==> config.mk <==
export PLATFORM = sky130hd
export DESIGN_NAME = serial_tx_frame
export DESIGN_NICKNAME = d
export VERILOG_FILES = /design/src/rtl/serial_tx_frame.sv
export SDC_FILE = /design/constraint.sdc
export NUM_CORES = 1
export LEC_CHECK = 0
export BUFFER_PORTS_ARGS = -buffer_cell sky130_fd_sc_hd__buf_2
export CAP_MARGIN = 20
export CORE_MARGIN = 1
export CORE_UTILIZATION = 56
export DETAILED_ROUTE_END_ITERATION = 8
export GPL_ROUTABILITY_DRIVEN = 0
export PLACE_DENSITY = 0.78
export SYNTH_ARGS = -nofsm -noshare
export SYNTH_HDL_FRONTEND = slang
export SYNTH_SLANG_ARGS = --single-unit
==> constraint.sdc <==
create_clock -name clk -period 1.88 [get_ports clk]
set_input_delay 0.376 -clock clk [delete_from_list [all_inputs] [get_ports clk]]
set_output_delay 0.376 -clock clk [all_outputs]
set_load 0.05 [all_outputs]
==> src/rtl/serial_tx_frame.sv <==
// serial_tx_frame: parallel-to-serial frame transmitter.
// Sends one frame per accepted start: a low start bit, WIDTH data bits
// LSB-first, then a high stop bit. Each bit is held for CLKS_PER_BIT cycles.
// Ports:
//   clk     - system clock, rising edge
//   rst     - asynchronous reset, active-high
//   data_in - word to send, sampled only on the accepting start cycle
//   start   - transmit request, level-sampled, ignored while busy
//   tx_out  - serial line, idles high (registered)
//   busy    - frame in progress (registered)
//   done    - one-cycle pulse in the first idle cycle after a frame (registered)
module serial_tx_frame #(
    parameter int unsigned WIDTH        = 15,
    parameter int unsigned CLKS_PER_BIT = 4
) (
    input  logic             clk,
    input  logic             rst,
    input  logic [WIDTH-1:0] data_in,
    input  logic             start,
    output logic             tx_out,
    output logic             busy,
    output logic             done
);

    localparam int unsigned CW = (CLKS_PER_BIT > 1) ? $clog2(CLKS_PER_BIT) : 1;
    localparam int unsigned BW = (WIDTH > 1) ? $clog2(WIDTH) : 1;
    localparam logic [CW-1:0] CYC_LAST = CW'(CLKS_PER_BIT - 1);
    localparam logic [BW-1:0] BIT_LAST = BW'(WIDTH - 1);

    typedef enum logic [1:0] {
        IDLE  = 2'd0,
        START = 2'd1,
        DATA  = 2'd2,
        STOP  = 2'd3
    } state_t;

    state_t           state, state_nx;
    logic [CW-1:0]    cyc_cnt, cyc_nx;
    logic [BW-1:0]    bit_cnt, bit_nx;
    logic [WIDTH-1:0] shift_reg, shift_nx;
    logic [WIDTH-1:0] shifted;
    logic             tx_nx, busy_nx, done_nx;
    logic             cyc_end;

    // State and all outputs are registered; reset abandons any frame in flight.
    always_ff @(posedge clk or posedge rst) begin
        if (rst) begin
            state     <= IDLE;
            cyc_cnt   <= '0;
            bit_cnt   <= '0;
            shift_reg <= '0;
            tx_out    <= 1'b1;
            busy      <= 1'b0;
            done      <= 1'b0;
        end else begin
            state     <= state_nx;
            cyc_cnt   <= cyc_nx;
            bit_cnt   <= bit_nx;
            shift_reg <= shift_nx;
            tx_out    <= tx_nx;
            busy      <= busy_nx;
            done      <= done_nx;
        end
    end

    // Next-state and next-output logic; tx_nx is the line level for the next cycle.
    always_comb begin
        state_nx = state;
        cyc_nx   = cyc_cnt;
        bit_nx   = bit_cnt;
        shift_nx = shift_reg;
        tx_nx    = tx_out;
        busy_nx  = busy;
        done_nx  = 1'b0;
        cyc_end  = (cyc_cnt == CYC_LAST);
        shifted  = shift_reg >> 1;

        case (state)
            IDLE: begin
                tx_nx   = 1'b1;
                busy_nx = 1'b0;
                cyc_nx  = '0;
                bit_nx  = '0;
                if (start) begin
                    shift_nx = data_in;
                    state_nx = START;
                    busy_nx  = 1'b1;
                    tx_nx    = 1'b0;
                end
            end
            START: begin
                if (cyc_end) begin
                    cyc_nx   = '0;
                    bit_nx   = '0;
                    state_nx = DATA;
                    tx_nx    = shift_reg[0];
                end else begin
                    cyc_nx = cyc_cnt + CW'(1);
                end
            end
            DATA: begin
                if (cyc_end) begin
                    cyc_nx = '0;
                    if (bit_cnt == BIT_LAST) begin
                        state_nx = STOP;
                        tx_nx    = 1'b1;
                    end else begin
                        // shift_reg[0] is always the bit currently on the line
                        shift_nx = shifted;
                        tx_nx    = shifted[0];
                        bit_nx   = bit_cnt + BW'(1);
                    end
                end else begin
                    cyc_nx = cyc_cnt + CW'(1);
                end
            end
            STOP: begin
                if (cyc_end) begin
                    cyc_nx   = '0;
                    state_nx = IDLE;
                    busy_nx  = 1'b0;
                    done_nx  = 1'b1;
                end else begin
                    cyc_nx = cyc_cnt + CW'(1);
                end
            end
            default: begin
                state_nx = IDLE;
            end
        endcase
    end

endmodule
==> reports/metrics.csv <==
metric,value,unit
nets,195,
"delay-heaviest family, CP",flip-flops,
fin worst setup slack,0.1573,ns
Core ar.,2522,um2
Die H,54.13,um
Area Growth Syn to Fin,11.35,%
GR Overflow Total,0,
Worst path max stage delay,0.47,ns
Synth Instances,145,
Worst Max-Slew Pin Slew,0.4180,ns
DR WL/cell,15.39,um
Setup-failing EPs final,0,
"Data arrival, critical path",1.96,ns
Met3 Wirelength,71,um
initial drt markers,22,
final hold violation count,0,
GRT Overall Usage,24.81,%
area of the multi-input gates,793.3,um2
worst-skew pair later-pin latency,0.33,ns
CTS Buffer Depth,2,
Hold Path Class,input port to asynchronous set/reset pin,
synthesized cell area,1521,um2
Initial Util,60.32,%
CTS Buf Count,3,
routed via count,1200,
Slew Limit Fails,0,
H-tree levels,1,
Lkg Pwr,0.8010,nW
CP Cell Sequence,inv_1 -> ha_1 -> nand2b_2 -> nand4_1 -> o221a_2,
largest family of logic cells by synthesized area,compound AO/OA/AOI/OAI gates,
list of most frequent post-synthesis cells,"25 x dfrtp_1, 12 x nand2_1, 12 x o21ai_0",
DRT antenna net count,0,
register area,651.9,um2
fillers,213,
initial antenna violation count,0,
RSZ-0062 raised after global routing,no,
largest cells by area after synthesis,"dfrtp_1 41%, ha_1 7.4%, o221a_2 5.2%",
die width,54.13,um
Synth Net Count,172,
port buffer count,20,
"worst slack, placed",0.08986,ns
Max Used Layer,met4,
TritonCTS clock tree,done,
worst path required time,2.11,ns
register bit count reported by yosys,26,
kind of end point of the critical path,flop,
Placed Cells,193,
ratio of final minimum period to clock period,91.63,%
Root Driver,clkbuf_4,
aggregate routed wire length,3032,um
first-pass GRT wire length,5126,um
sequential element share of the synthesized area,42.85,%
"EDFF count, synth",0,
Site Rows,18,
DRT Pass-1 Iters,4,
total number of clock tree sinks,26,
Slew HR,72.13,%
Setup CP Type,flop to flop,
"Top FF cell, synth",dfrtp_1,
"area leader, netlist",dfrtp_1,
share of cells above drive strength 1,28.74,%
Met1 Routed Length,1436,um
"Slowest-stage cell, CP",dfrtp_1,
max FFs per register,15,
status,"complete, no violations",
Synth Area in Simple Gates,16.12,%
Post-CTS Setup Inserts,0,
largest net degree at the start of global routing,27,
fraction of the mapped netlist area in adder cells,7.401,%
power density over the cells,1642,nW/um2
# IOs,21,
minimum clock period,1.723,ns
"Buf+Inv Stages, Crit Path",1,
"Async S/R FF share, synth",100.0,%
full die area,2930,um2
clk slew on worst S/H paths,0.14,ns
Unique masters post-synth,37,
synth warn,0,
Detailed Place HPWL,2184,um
drt drc,0,
Fin Setup TNS,0,ns
Synth top area share,41.12,%
crit path max fanout,7,
fmax,580.5,MHz
Final Skew,0.001693,ns
Ant. Diodes,0,
Met2 Routed Length,1469,um
post-synthesis mux area share,3.043,%
VDD IR max,1.023,mV
Layout Cells excl Fill,197,
vias in the first global route,1172,
Max Cap Violations,0,
XOR/XNOR Fraction of Synth Area,0,%
Via density,6.091,
Synth Area in Compound Gates,25.41,%
CP startpoint kind,flop,
"count leader, synth",dfrtp_1,
Synth Area per Inst,10.49,um2
cell type report:
| cell class | count | share of cell area [%] |
|---|---|---|
| clock buffers | 4 | 2.142 |
| flip-flops and latches | 26 | 38.48 |
| multi-input cells | 104 | 46.82 |
| repair buffers | 27 | 9.010 |
| well taps | 30 | 2.216 |
| inverters | 6 | 1.329 |
cell families (layout without fill, tap and decap cells):
group | after synthesis | after routing
buffers and inverters | 15 | 37
AO/OA/AOI/OAI | 46 | 46
adder cells (fa/ha/maj) | 9 | 9
multiplexers | 4 | 4
flip-flops | 26 | 26
AND/OR/NAND/NOR | 45 | 45
final timing paths:
check                                      from                   endpoint  slack, ns  cells after the start
max                        state[1]$_DFFE_PP0P_   shift_reg[9]$_DFFE_PP0P_       0.16                      5
min                                         rst   shift_reg[4]$_DFFE_PP0P_       0.06                      3
max reg2reg                state[1]$_DFFE_PP0P_   shift_reg[9]$_DFFE_PP0P_       0.16                      5
min reg2reg                cyc_cnt[0]$_DFF_PP0_       cyc_cnt[0]$_DFF_PP0_       0.45                      1
max in group asynchronous                   rst         tx_out$_DFFE_PP1P_       1.52                      3
min in group clk                    data_in[14]  shift_reg[14]$_DFFE_PP0P_       0.28                      3
tightest hold or removal path, delay by kind of cell:
kind | cells | cell delay [ns]
buffers and inverters | 3 | 0.43
timing repair:
| item | CTS | global route |
|---|---|---|
| endpoints found under the hold margin | 0 | 0 |
| resized for setup | 0 | 1 |
| setup endpoints to repair | 0 | 15 |
| hold buffers | 0 | 0 |
cells in the final DEF (no fill, tap or decap), types with 2 or more instances in the layout:
master	count
o2bb2ai_1	8
a2bb2oi_1	7
and3b_1	7
o221a_2	7
clkbuf_4	3
dfrtp_1	25
nor3b_1	2
a31oi_1	3
o211a_1	2
ha_1	8
inv_1	5
o32a_2	2
nand2_1	12
buf_2	20
nor3_1	2
nor2b_1	2
nand4_1	2
o21ai_0	12
nor2_1	9
nand3_1	4
buf_4	7
mux2i_1	2
through the flow:
stage | total power [mW] | hold slack [ns] | area (um2) | util [%]
floorplan | 2.170 | 0.4085 | 1521 | -
global placement | 2.425 | 0.4200 | 1655 | 65.63
detailed placement | 2.501 | 0.4337 | 1655 | 65.63
CTS | 2.788 | 0.07668 | 1692 | 67.06
global route | 2.991 | 0.1068 | 1694 | 67.16
finish | 2.782 | 0.06092 | 1694 | 67.16
per-layer routing:
layer | track usage (%) | vias up
li1 | - | 587
met1 | 30.93 | 588
met2 | 41.67 | 20
met3 | 3.955 | 5
met4 | 11.11 | 0
met5 | 0 | -
power breakdown:
| part | switching (mW) | internal, mW |
|---|---|---|
| Combinational | 0.826 | 0.710 |
| Sequential | 0.157 | 0.799 |
| Clock | 0.172 | 0.119 |
| Total | 1.16 | 1.63 |
Note: power is estimated with default switching activity, not from simulation.
